==> config.mk <==
export PLATFORM = sky130hd
export DESIGN_NAME = fpga_pll_seq_ctrl
export DESIGN_NICKNAME = d
export VERILOG_FILES = /design/src/rtl/fpga_pll_seq_pkg.sv /design/src/rtl/fpga_sync_2ff.sv /design/src/rtl/fpga_pll_seq_ctrl.sv
export SDC_FILE = /design/constraint.sdc
export NUM_CORES = 1
export LEC_CHECK = 0
export BUFFER_PORTS_ARGS = -buffer_cell sky130_fd_sc_hd__buf_2
export CAP_MARGIN = 15
export CORE_ASPECT_RATIO = 0.6
export CORE_MARGIN = 3
export CORE_UTILIZATION = 55
export CTS_CLUSTER_SIZE = 16
export DETAILED_ROUTE_END_ITERATION = 16
export GPL_TIMING_DRIVEN = 0
export PLACE_DENSITY = 0.76
export REMOVE_ABC_BUFFERS = 1
export SLEW_MARGIN = 15
export SYNTH_ARGS = -nofsm -noshare
export SYNTH_HDL_FRONTEND = slang
export SYNTH_SLANG_ARGS = --single-unit
==> constraint.sdc <==
create_clock -name fclk -period 5.7 [get_ports fclk]
set_input_delay 0.57 -clock fclk [delete_from_list [all_inputs] [get_ports fclk]]
set_output_delay 0.57 -clock fclk [all_outputs]
set_load 0.005 [all_outputs]
==> src/rtl/fpga_pll_seq_pkg.sv <==
// rtl/fpga_pll_seq_pkg.sv - shared state encodings and widths for the PLL sequencer
package fpga_pll_seq_pkg;

    localparam int STATE_W = 3;
    localparam int RETRY_W = 4;

    typedef enum logic [STATE_W-1:0] {
        ST_PLL_RST   = 3'd0,
        ST_WAIT_LOCK = 3'd1,
        ST_STABLE    = 3'd2,
        ST_RUN       = 3'd3,
        ST_FAIL      = 3'd4
    } state_t;

endpackage

==> src/rtl/fpga_sync_2ff.sv <==
// rtl/fpga_sync_2ff.sv - two-flop synchroniser for asynchronous level inputs
module fpga_sync_2ff #(
    parameter int WIDTH = 1
) (
    input  logic             clk,
    input  logic             rst_n,
    input  logic [WIDTH-1:0] d,
    output logic [WIDTH-1:0] q
);

    logic [WIDTH-1:0] meta_q;
    logic [WIDTH-1:0] sync_q;

    always_ff @(posedge clk or negedge rst_n) begin
        if (!rst_n) begin
            meta_q <= '0;
            sync_q <= '0;
        end else begin
            meta_q <= d;
            sync_q <= meta_q;
        end
    end

    assign q = sync_q;

endmodule

==> src/rtl/fpga_pll_seq_ctrl.sv <==
// rtl/fpga_pll_seq_ctrl.sv - PLL reset/lock sequencer and system reset generator; FPGA_PLL_SEQ_AUTO_RELOCK_EN re-sequences on RUN lock loss
module fpga_pll_seq_ctrl
    import fpga_pll_seq_pkg::*;
#(
    parameter int N_PLL          = 2,
    parameter int PLL_RST_CYCLES = 16,
    parameter int LOCK_TIMEOUT   = 65535,
    parameter int STABLE_CYCLES  = 1024,
    parameter int MAX_RETRY      = 3,
    parameter int CNT_W          = 16
) (
    input  logic             fclk,
    input  logic             reset_n,
    input  logic [N_PLL-1:0] pll_locked,
    input  logic             restart,
    input  logic             clr_status,
    output logic             pll_areset,
    output logic             sys_reset_n,
    output logic [2:0]       state,
    output logic [3:0]       retry_cnt,
    output logic             lock_lost,
    output logic             seq_fail
);

    localparam logic [CNT_W-1:0]   RST_TC    = CNT_W'(PLL_RST_CYCLES - 1);
    localparam logic [CNT_W-1:0]   LOCK_TC   = CNT_W'(LOCK_TIMEOUT - 1);
    localparam logic [CNT_W-1:0]   STABLE_TC = CNT_W'(STABLE_CYCLES - 1);
    localparam logic [RETRY_W-1:0] RETRY_MAX = RETRY_W'(MAX_RETRY);

    logic [N_PLL-1:0] locked_sync;
    logic             all_lock;

    state_t             state_q, state_d;
    logic [CNT_W-1:0]   cnt_q, cnt_d;
    logic [RETRY_W-1:0] retry_q, retry_d;
    logic               lock_lost_q, lock_lost_d;
    logic               pll_areset_q, pll_areset_d;
    logic               sys_reset_n_q, sys_reset_n_d;
    logic               seq_fail_q, seq_fail_d;

    fpga_sync_2ff #(.WIDTH(N_PLL)) u_lock_sync (
        .clk   (fclk),
        .rst_n (reset_n),
        .d     (pll_locked),
        .q     (locked_sync)
    );

    assign all_lock = &locked_sync;

    always_comb begin
        state_d = state_q;
        cnt_d   = cnt_q + CNT_W'(1);
        retry_d = retry_q;
        case (state_q)
            ST_PLL_RST: begin
                if (cnt_q == RST_TC) begin
                    cnt_d   = '0;
                    state_d = ST_WAIT_LOCK;
                end
            end
            ST_WAIT_LOCK: begin
                if (all_lock) begin
                    cnt_d   = '0;
                    state_d = ST_STABLE;
                end else if (cnt_q == LOCK_TC) begin
                    cnt_d   = '0;
                    retry_d = retry_q + RETRY_W'(1);
                    state_d = (retry_d == RETRY_MAX) ? ST_FAIL : ST_PLL_RST;
                end
            end
            ST_STABLE: begin
                // A dropout is checked first so a glitch on the last count still restarts the window
                if (!all_lock) begin
                    cnt_d   = '0;
                    state_d = ST_WAIT_LOCK;
                end else if (cnt_q == STABLE_TC) begin
                    cnt_d   = '0;
                    state_d = ST_RUN;
                end
            end
            ST_RUN: begin
                cnt_d = '0;
                if (!all_lock) begin
`ifdef FPGA_PLL_SEQ_AUTO_RELOCK_EN
                    state_d = ST_PLL_RST;
`else
                    state_d = ST_FAIL;
`endif
                end
            end
            ST_FAIL: cnt_d = '0;
            default: begin
                cnt_d   = '0;
                state_d = ST_PLL_RST;
            end
        endcase

        if (state_d == ST_RUN) retry_d = '0;

        if (restart) begin
            state_d = ST_PLL_RST;
            cnt_d   = '0;
            retry_d = '0;
        end

        // Lock loss is recorded even when restart or clr_status lands in the same cycle
        lock_lost_d = lock_lost_q;
        if (state_q == ST_RUN && !all_lock) lock_lost_d = 1'b1;
        else if (clr_status)                lock_lost_d = 1'b0;

        pll_areset_d  = (state_d == ST_PLL_RST);
        sys_reset_n_d = (state_d == ST_RUN);
        seq_fail_d    = (state_d == ST_FAIL);
    end

    always_ff @(posedge fclk or negedge reset_n) begin
        if (!reset_n) begin
            state_q       <= ST_PLL_RST;
            cnt_q         <= '0;
            retry_q       <= '0;
            lock_lost_q   <= 1'b0;
            pll_areset_q  <= 1'b1;
            sys_reset_n_q <= 1'b0;
            seq_fail_q    <= 1'b0;
        end else begin
            state_q       <= state_d;
            cnt_q         <= cnt_d;
            retry_q       <= retry_d;
            lock_lost_q   <= lock_lost_d;
            pll_areset_q  <= pll_areset_d;
            sys_reset_n_q <= sys_reset_n_d;
            seq_fail_q    <= seq_fail_d;
        end
    end

    assign state       = state_q;
    assign retry_cnt   = retry_q;
    assign lock_lost   = lock_lost_q;
    assign pll_areset  = pll_areset_q;
    assign sys_reset_n = sys_reset_n_q;
    assign seq_fail    = seq_fail_q;

endmodule

==> impl.org, run 1 <==
** Global route
- For this run the aggregate overflow at the end of global routing stands at 0.
- For met1 alone, demand over resource in global routing was 28.6%.
- Entering global routing, the biggest net connects 32 pins.
- Initial antenna violation count :: 0
- Total GRT Usage :: 20.2%
- Met3 layer usage reported by global route :: 6.08%
- The first global-routing pass estimated 5180 µm of wire.
- Highest-utilization routing layer at the global route stage :: met1
- Global routing used 28.2% of the available met2 tracks.
- Via count of the first global-routing pass :: 1121

** Clocking
- Buffers added to address setup during post-CTS repair amount to 0.
- In this run, post-CTS hold repair placed 0 buffers.
- Clock-pin slew was measured on the worst setup and hold paths at 0.06 ns.
- TritonCTS built the clock tree.
- In this run, post-CTS repair resized a total of 0 instances.
- The H-tree was split into 2 levels.
- The tree is rooted in a clkbuf_8.
- Clock buffers created by TritonCTS :: 5
- The later pin in the worst-skew pair is clocked with a latency of 0.28 ns.
- Clock sink total :: 31
- Clock buffer depth :: 2

** Timing
- In the final timing run, aggregate negative setup slack is 0 ns.
- Hold is met by 0.322 ns.
- In the post-route analysis, the smallest setup slack over all paths is 3.38 ns.
- Final critical-path required period :: 2.32 ns
- Relative slew margins :: 54.0%
- Based on the critical path, the design can be clocked at up to 431 MHz.
- RSZ-0062 raised after global routing :: no
- For the pin with the worst max-slew slack, the measured transition is 0.689 ns.
- Total count of max-transition violations in the final report :: 0
- For the final database, setup skew stands at 0.00325 ns.
- After layout, the worst path uses 40.7% of the clock period.
- Count of final setup violators :: 0
- The count of final hold-check violations was 0.

** Final layout
- Footprint of the flip-flops and latches :: 777 µm²
- Share of cells above drive strength 1 :: 16.8%
- Fill cells in the final layout number 203.
- Total Nets Final :: 188
- Area of the multi-input gates :: 759 µm²
- Measured on the finished design, the core utilization comes to 67.4%.
- Antenna Cells :: 0
- Compared with the post-synthesis result, the final layout area differs by 11.6%.

** Yosys
- Post-synth EDFFs :: 0
- Post-Synthesis Cell Area :: 1580 µm²
- After technology mapping, the gate count stands at 158.
- Synth area leader :: dfrtp_1
- Yosys warning total :: 0
- In this run the biggest area consumer among cell types represents 47.6% of the synthesized area.
- Total of flip-flops plus latches after synthesis :: 31
- Share of synthesized flip-flops with an asynchronous set or reset :: 100%
- Synth Flop Type :: dfrtp_1
- Proportion of synthesized chip area in sequential cells :: 49.2%
- Averaged over all synthesized cells, the footprint is 9.99 µm².
- Top cells by area, synth :: dfrtp_1, nor2_1, xor2_1
- Yosys cell types :: 34

** Placement
- Timing analysis after detailed placement gives a worst setup slack of 3.35 ns.
- # port buffers :: 16
- Final weighted congestion in routability-driven placement :: 0.825
- After legalization and detailed placement, the total HPWL measured 2310 µm.

** Power and ir drop
- For this design the static power due to leakage is 0.781 nW.
- IR analysis of the VDD net gives a maximum drop of 0.172 mV.
- Internal power :: 0.313 mW
- Dividing total power by cell area gives a power density of 229 nW/µm².
- Reported net switching power :: 0.0899 mW
- Registers are responsible for 56.1% of the overall power.
- The clock network burns 40.1% of the power.
- Switching power as a share of total power :: 22.3%
- Relative contribution of combinational cells to total power :: 3.8%

** Floorplanning
- The initial utilization of the core area, before any placement, comes to 60.5%.
- The region available for standard cell placement spans 2610 µm².
- From bottom edge to top edge, the die measures 47.5 µm.
- Boundary pin count :: 17
- Number of rows created at floorplan :: 14
- The die covers 3570 µm².
- Width of the die :: 75.1 µm

** Routing
- Once detail routing completed, the nets flagged for antenna violations numbered 0.
- DRC marker count from the first detailed-route iteration :: 74
- Via-to-Cell Ratio :: 5.78
- Total wire length after detailed routing :: 3090 µm
- Routed len/inst :: 14.6 µm
- Overall via count from detail_route :: 1220
- In the routed design, unresolved DRC markers number 0.
- Number of detailed-routing iterations run before antenna repair :: 4

** Critical path
- The signal on the critical path passes through or4_4 -> nor4_4 -> nor2b_1 -> o311ai_4 -> nor2_1.
- Among all stages on the critical path, the largest delay is contributed by or4_4.
- Crit Path Max Fanout :: 16
- Register-to-register path setup slack :: 3.38 ns
- Critical path capture point type :: flip-flop
- Combined buffer and inverter count along the critical path :: 0
- Crit path max-delay family :: simple AND/OR/NAND/NOR gates
- The largest single stage delay on the critical path is 0.60 ns.
- For the worst setup path, the data arrival time is 2.45 ns.
- Sort of element at the start of the critical path :: flip-flop
- Data required time at the worst endpoint :: 5.83 ns
- Category of the critical setup timing path :: reg -> reg

** Flow run
- Max-cap violations in this run came to 0.

** Min path
- In this run the worst hold path is classified as in -> async.

** Run status
- Outcome :: finished clean
[path summary, 6_finish.rpt]
path,startpoint,endpoint,cells past startpoint
worst max-delay path,cnt_q[10],cnt_q[11],5
worst min-delay path,reset_n,seq_fail,1
worst max register to register,cnt_q[10],cnt_q[11],5
worst min register to register,u_lock_sync.meta_q[0],u_lock_sync.q[0],0
max in group asynchronous,reset_n,retry_cnt[2],1
min in group fclk,u_lock_sync.meta_q[0],u_lock_sync.q[0],0
[synth_stat cells (all sizes together), types with 2 or more instances]
| master | count |
|---|---|
| a21oi | 5 |
| a31oi | 2 |
| and3 | 3 |
| clkbuf | 2 |
| dfrtp | 30 |
| ha | 4 |
| inv | 6 |
| nand2 | 11 |
| nand2b | 2 |
| nand3 | 10 |
| nand4 | 5 |
| nor2 | 30 |
| nor3 | 7 |
| nor3b | 2 |
| nor4 | 3 |
| o21ai | 2 |
| o22ai | 2 |
| or4 | 5 |
| xnor2 | 7 |
| xor2 | 10 |
[per-stage QoR]
stage	cells	cell area (µm²)	power (mW)
6_report	211	1760	0.403
5_1_grt	211	1760	0.422
4_1_cts	211	1760	0.406
3_5_place_dp	203	1680	0.246
3_3_place_gp	203	1680	0.245
2_1_floorplan	155	1560	0.237
[cell families (layout without fill, tap and decap cells)]
group	count (synthesis)	after routing	share of synthesized area, %
AND/OR/NAND/NOR	82	82	28.4
flip-flops	31	31	49.2
buffers and inverters	9	30	2.62
adder cells (fa/ha/maj)	4	4	3.17
XOR/XNOR	17	17	9.44
AO/OA/AOI/OAI	15	15	7.14
[placed cells by master, fill, tap and decap left out]
cell type / n
nor2_1: 30
dfrtp_1: 30
buf_2: 16
nand3_1: 10
nand2_1: 10
xor2_1: 10
nor3_1: 7
xnor2_1: 7
inv_1: 6
a21oi_1: 5
clkbuf_8: 5
nand4_1: 4
or4_1: 4
ha_1: 4
and3_1: 3
nand2b_1: 2
nor4_4: 2
nor3b_1: 2
o21ai_0: 2
a31oi_1: 2
o22ai_1: 2
clkbuf_1: 2
nand2_2: 1
nand4_2: 1
or4_4: 1
or4bb_1: 1
o311a_1: 1
nor4_1: 1
nor2b_1: 1
o311ai_4: 1
and4_1: 1
and2_1: 1
a31o_2: 1
a211oi_1: 1
clkinv_2: 1
dfstp_2: 1
[registers in the layout, summed over array words and instances (netlist names)]
register / flops
u_lock_sync.meta_q: 2
retry_cnt: 4
sys_reset_n: 1
cnt_q: 16
seq_fail: 1
state: 3
lock_lost: 1
pll_areset: 1
u_lock_sync.q: 2
[layer usage]
layer	part of all wire [%]	vias to the layer above
li1	-	596
met1	50	586
met2	43	30
met3	4.9	8
met4	1.7	0
met5	0	-
[layout make-up]
class,count,area share (%)
Inverter,6,1.28
Clock inverter,1,0.284
Multi-Input combinational cell,118,43.1
Sequential cell,31,44.1
Tap cell,32,2.27
Clock buffer,7,4.34
Timing Repair Buffer,16,4.55
[power by group through the flow]
| stage | clock network (mW) | logic, mW | registers [mW] |
|---|---|---|---|
| 6_report | 0.162 | 0.0152 | 0.226 |
| 5_1_grt | 0.177 | 0.0179 | 0.226 |
| 2_1_floorplan | 0 | 0.00752 | 0.230 |
| 3_5_place_dp | 0 | 0.0157 | 0.230 |
| 4_1_cts | 0.164 | 0.0157 | 0.226 |
| 3_3_place_gp | 0 | 0.0152 | 0.230 |
Power figures use the tool's default switching activity.
==> inputs of run 2 (changes only) <==
--- a/config.mk
+++ b/config.mk
@@ -9,11 +9,11 @@
 export CAP_MARGIN = 15
 export CORE_ASPECT_RATIO = 0.6
 export CORE_MARGIN = 3
-export CORE_UTILIZATION = 55
+export CORE_UTILIZATION = 51
 export CTS_CLUSTER_SIZE = 16
 export DETAILED_ROUTE_END_ITERATION = 16
 export GPL_TIMING_DRIVEN = 0
-export PLACE_DENSITY = 0.76
+export PLACE_DENSITY = 0.75
 export REMOVE_ABC_BUFFERS = 1
 export SLEW_MARGIN = 15
 export SYNTH_ARGS = -nofsm -noshare
==> constraint.sdc (replaced) <==
create_clock -name fclk -period 1.9 [get_ports fclk]
set_input_delay 0.19 -clock fclk [delete_from_list [all_inputs] [get_ports fclk]]
set_output_delay 0.19 -clock fclk [all_outputs]
set_load 0.005 [all_outputs]
==> impl.org, run 2 (same netlist as run 1, synthesis figures left out) <==
** Run status
- Outcome :: finished with violations
- Violations in the final reports :: negative setup slack

** Power and ir drop
- Worst vdd ir :: 0.373 mV
- Summed over all cells, the static leakage comes to 0.911 nW.
- Power per Cell Area :: 608 nW/µm²

** Placement
- The congestion estimate from routability-driven global placement came to 0.860.
- Placed cell area :: 1690 µm²
- # port buffers :: 16
- After legalization and detailed placement, the total HPWL measured 2300 µm.

** Clocking
- After clock tree synthesis, the clock-pin slew on the worst setup and hold paths is 0.07 ns.
- For the worst-skew pair, the clock arrives at the later sink with an insertion delay of 0.29 ns.
- CTS tree :: yes
- Clock buffers created by TritonCTS :: 5
- Clock tree synthesis selected as its root buffer the cell clkbuf_8.
- The H-tree was split into 2 levels.
- Clock buffer depth :: 2
- Clock sink total :: 31

** Critical path
- Critical path capture point type :: flip-flop
- Tracing the worst setup path back leads to its startpoint at cnt_q[5].
- STA puts the critical path data required time at 2.08 ns.
- Sort of element at the start of the critical path :: flip-flop
- Crit Path Max Fanout :: 8
- The worst register-to-register path begins at cnt_q[5].
- Worst EP arrival :: 2.26 ns
- Category of the critical setup timing path :: reg -> reg

** Timing
- Setup slack on the critical path of the routed design comes to -0.180 ns.
- RSZ-0062 raised after global routing :: yes
- Final sum of negative setup slack :: -2.83 ns
- Count of final setup violators :: 23
- Based on the critical path, the design can be clocked at up to 481 MHz.
- Total count of max-transition violations in the final report :: 0
- Relative slew margins :: 56.0%
- Setup clock skew after layout :: 0.00575 ns
- Transition time at the pin with the least slew margin :: 0.660 ns
- The count of final hold-check violations came to 0.
- The worst path in the final design needs a cycle of 2.08 ns, including I/O delays and setup.
- After layout, the worst path uses 109% of the clock period.

** Floorplanning
- Number of rows created at floorplan :: 14
- The die covers 3820 µm².
- Boundary pin count :: 17
- From left edge to right edge, the die measures 77.8 µm.
- Total core area :: 2720 µm²
- Vert. Die Dim :: 49.1 µm
- The initial utilization of the core area, before any placement, comes to 58.1%.

** Final layout
- Commonest non-fill, non-tap cells in the layout :: dfrtp_1, nor2_1, buf_4
- In the final layout, the share of cells above drive strength 1 is 39.1%.
- After the last flow step, the layout net total stands at 211.
- Final core occ :: 77.2%
- From synthesis to final layout, the design area changed by 32.9%.
- The filler cells instantiated in the layout total 167.
- Final std cell area, no fill :: 2100 µm²
- The number of antenna diodes in the final layout is 0.
- In the final layout, the multi-input gates occupy 887 µm².
- The library cell used most frequently in the layout, excluding fill and tap cells, is dfrtp_1.
- Top register by number of flip-flops :: cnt_q
- Summing all flip-flop and latch instances after layout gives 779 µm².
- Flip-flop count of the largest register after layout :: 16

** Global route
- Pin count of the biggest net entering global routing :: 32
- Summed over all layers, the global routing overflow is 0.
- The number of antenna violations at the first check in global routing came to 0.
- Global-route wire length before repair :: 6040 µm
- Total GRT Usage :: 20.4%
- Via count of the first global-routing pass :: 1304

** Routing
- Number of detailed-routing iterations run before antenna repair :: 4
- After detailed routing, the average wire length per cell comes to 15.5 µm.
- After the first detailed-routing iteration, the DRC count stood at 146.
- # DRC :: 0
- Total wire length after detailed routing :: 3760 µm
- Via-to-Cell Ratio :: 5.73
- For this block, the via count after detailed routing is 1386.
- Antenna violation net count after detailed routing :: 0

** Min path
- In this run the worst hold path is classified as in -> reg.
- Worst Hold Launch :: pll_locked[1]

** Flow run
- Max-cap violations in this run came to 0.
run 2: cell count changes in the layout (fill, tap and decap cells not counted), sizes merged:
cell | previous run | this run
buf | 16 | 38
dlygate4sd3 | 0 | 1
run 2: power breakdown:
group | switching [mW] | internal (mW) | total (mW)
combinational | 0.0418 | 0.0256 | 0.0674
clock | 0.238 | 0.292 | 0.530
sequential | 0.00854 | 0.670 | 0.678
total | 0.289 | 0.987 | 1.28
run 2: worst max-delay path, cell delays in order, from the launching register on:
cell      delay (ns)
dfrtp_1         0.37
buf_4           0.12
or4bb_4         0.53
nor4_4          0.26
nor3b_2         0.10
o311ai_4        0.32
buf_6           0.22
nor2_1          0.06
run 2: final timing paths:
| check | depth (start not counted) | end | slack (ns) |
|---|---|---|---|
| hold / removal | 1 | u_lock_sync.meta_q[1] | 0.006 |
| max in group asynchronous | 2 | cnt_q[8] | 0.95 |
| min in group asynchronous | 2 | cnt_q[7] | 0.48 |
| hold reg to reg | 0 | u_lock_sync.q[1] | 0.35 |
| setup / recovery | 7 | cnt_q[5] | -0.18 |
| setup reg to reg | 7 | cnt_q[5] | -0.18 |
run 2: timing repair:
item | CTS | global route
endpoints found under the setup margin | 23 | 24
pin swaps | 10 | 15
hold endpoints to repair | 30 | 0
buffers inserted | 13 | 10
cloned | 1 | 0
hold buffers | 1 | 0
resized for setup | 21 | 16
run 2: metal layers:
metal / vias up / routed length (µm) / global-route usage, %
met5: - / 0 / 0
met2: 57 / 1710 / 30.5
met4: 0 / 104 / 8.28
li1: 639 / - / -
met1: 674 / 1650 / 28.0
met3: 16 / 298 / 5.35
run 2: stage by stage:
step / cells / hold slack (ns) / worst slack, ns / total power [mW]
after CTS: 234 / 0.00321 / -0.162 / 1.29
after floorplan: 155 / -0.106 / -0.131 / 0.711
final: 242 / 0.00648 / -0.180 / 1.28
after global routing: 242 / 0.00521 / -0.242 / 1.33
after global placement: 211 / 0.254 / -0.372 / 0.735
after detailed placement: 211 / 0.266 / -0.415 / 0.737
run 2: layout make-up:
type	instances	area share, %
inverters	6	1.07
multi-input cells	118	42.3
flip-flops and latches	31	37.2
repair buffers	39	12.7
well taps	40	2.39
clock buffers	7	4.12
clock inverters	1	0.239
==> inputs of run 3 (changes only) <==
--- a/config.mk
+++ b/config.mk
@@ -12,7 +12,6 @@
 export CORE_UTILIZATION = 51
 export CTS_CLUSTER_SIZE = 16
 export DETAILED_ROUTE_END_ITERATION = 16
-export GPL_TIMING_DRIVEN = 0
 export PLACE_DENSITY = 0.75
 export REMOVE_ABC_BUFFERS = 1
 export SLEW_MARGIN = 15
==> impl.org, run 3 (same netlist as run 1, synthesis figures left out) <==
** Routing
- Routed len/inst :: 14.8 µm
- Detailed routing inserted a total of 1323 vias.
- In the routed design, unresolved DRC markers number 0.
- Antenna violation net count after detailed routing :: 0
- Number of detailed-routing iterations run before antenna repair :: 4
- Via-to-Cell Ratio :: 5.36
- After the first detailed-routing iteration, the DRC count stood at 115.
- The final layout contains routed wiring with a total length of 3650 µm.

** Floorplanning
- Overall die area :: 3820 µm²
- Initial Utilization :: 58.1%
- The region available for standard cell placement spans 2720 µm².
- In this run the core area contains 14 standard-cell rows.
- Width of the die :: 77.8 µm
- From bottom edge to top edge, the die measures 49.1 µm.
- Boundary pin count :: 17

** Critical path
- Crit Path Max Fanout :: 16
- Worst EP arrival :: 2.16 ns
- The worst setup path is captured at a flip-flop.
- Combined buffer and inverter count along the critical path :: 1
- Crit-path slowest cell :: or4bb_4
- Crit path max-delay family :: simple AND/OR/NAND/NOR gates
- Category of the critical setup timing path :: reg -> reg
- Stage delay of the slowest cell on the critical path :: 0.57 ns
- STA classifies the critical path startpoint as a flip-flop.
- Data on the critical path is required at its endpoint by 2.07 ns.
- Traced cell by cell, the critical path runs through or4bb_4 -> nor4_4 -> nor3b_2 -> o311ai_4 -> buf_12 -> nor2_1.

** Timing
- Setup violations remaining at the end of the flow were counted as 20.
- Transition time at the pin with the least slew margin :: 0.662 ns
- The final critical path takes up 105% of the cycle.
- On the final layout, the worst hold slack is 0.102 ns.
- The number of pins with negative max-slew slack in the final report was 0.
- The count of final hold-check violations was 0.
- Setup slack on the critical path of the routed design comes to -0.0864 ns.
- On the final layout, the worst clock skew is 0.00442 ns.
- Setup repair after global routing could not meet its margin everywhere.
- Derived from the worst setup path, the maximum achievable clock frequency is 503 MHz.
- Relative slew margins :: 55.9%
- Final sum of negative setup slack :: -1.35 ns
- Final critical-path required period :: 1.99 ns

** Global route
- Global routing consumed, over all layers together, 21.6% of the routing resources.
- Global-route wire length before repair :: 6200 µm
- Via count of the first global-routing pass :: 1298
- For this run the aggregate overflow at the end of global routing stands at 0.
- Pin count of the biggest net entering global routing :: 32
- Initial antenna violation count :: 0

** Clocking
- CTS root buffer :: clkbuf_8
- H-Tree Depth :: 2
- Clock Pin Slew Worst Setup and Hold Paths :: 0.06 ns
- CTS saw 31 sinks.
- Clock buffers created by TritonCTS :: 5
- Insertion delay of the later-clocked pin in the worst-skew pair :: 0.29 ns
- TritonCTS built the clock tree.
- Clock buffer depth :: 2

** Final layout
- The library cell used most frequently in the layout, excluding fill and tap cells, is dfrtp_1.
- Top register by number of flip-flops :: cnt_q
- For this run, the post-layout net count is 216.
- Finished Layout Cells :: 247
- Final core occ :: 76.6%
- Fill cells in the final layout number 183.
- Antenna Cells :: 0
- The area growth from synthesis to layout is 31.8%.
- With fillers left out, the area of the finished cells amounts to 2080 µm².
- Cells with a size suffix above 1 make up 33.3% of the layout.
- Flip-flop count of the largest register after layout :: 16
- Commonest non-fill, non-tap cells in the layout :: dfrtp_1, nor2_1, buf_4

** Placement
- After detailed placement, the design holds a cell count of 234.
- Final weighted congestion in routability-driven placement :: 0.896
- In this run the tool buffered the top-level ports with 16 buffer cells.
- Post-detailed-placement half-perimeter wirelength :: 2650 µm
- Prior to clock tree synthesis, the placed netlist has a worst setup slack of -0.0791 ns.
- Placed cell area :: 1870 µm²

** Min path
- Class of the most critical hold timing path :: in -> reg

** Run status
- The flow ran to the end, but the final reports show violations.
- The final reports fail on negative setup slack.

** Power and ir drop
- The design draws 1.42 mW.
- For this design the ratio of total power to cell area is 681 nW/µm².
- Summed over all cells, the static leakage comes to 0.952 nW.
- Across the VDD grid, the largest voltage drop is 0.479 mV.

** Flow run
- The tool flagged a number of max-cap violations equal to 0.
-- run 3: per-layer routing --
metal  global-route usage, %  vias up  wire, µm
met3                    8.12       10       262
li1                        -      649         -
met2                    31.8       41      1690
met5                       0        -         0
met4                    9.17        0        74
met1                    28.4      623      1630
-- run 3: report_power, final --
part	total, mW	leakage, nW	switching (mW)	internal, mW
sequential	0.675	0.418	0.00528	0.670
combinational	0.0717	0.473	0.0413	0.0304
clock	0.670	0.0612	0.246	0.424
-- run 3: path summary, 6_finish.rpt --
kind                                  startpoint                to  slack [ns]  depth (start not counted)
max in group asynchronous                reset_n      retry_cnt[2]        1.00                          2
min reg2reg                u_lock_sync.meta_q[0]  u_lock_sync.q[0]        0.35                          0
max reg2reg                            cnt_q[14]          cnt_q[9]       -0.09                          6
min in group asynchronous                reset_n      retry_cnt[3]        0.47                          2
max                                    cnt_q[14]          cnt_q[9]       -0.09                          6
min                                   clr_status         lock_lost        0.10                          2
-- run 3: what timing repair did --
item,in CTS,in global routing
endpoints found under the setup margin,18,25
endpoints found under the hold margin,32,0
buffers inserted,1,1
resized for setup,4,8
pin swaps,3,5
hold buffers,3,0
-- run 3: layout make-up --
cell class | count | area (µm²) | share of cell area (%)
clock buffers | 6 | 82.6 | 3.97
clock inverters | 2 | 35.0 | 1.68
inverters | 6 | 22.5 | 1.08
multi-input cells | 118 | 802 | 38.6
flip-flops and latches | 31 | 777 | 37.4
well taps | 40 | 50.0 | 2.41
repair buffers | 44 | 310 | 14.9
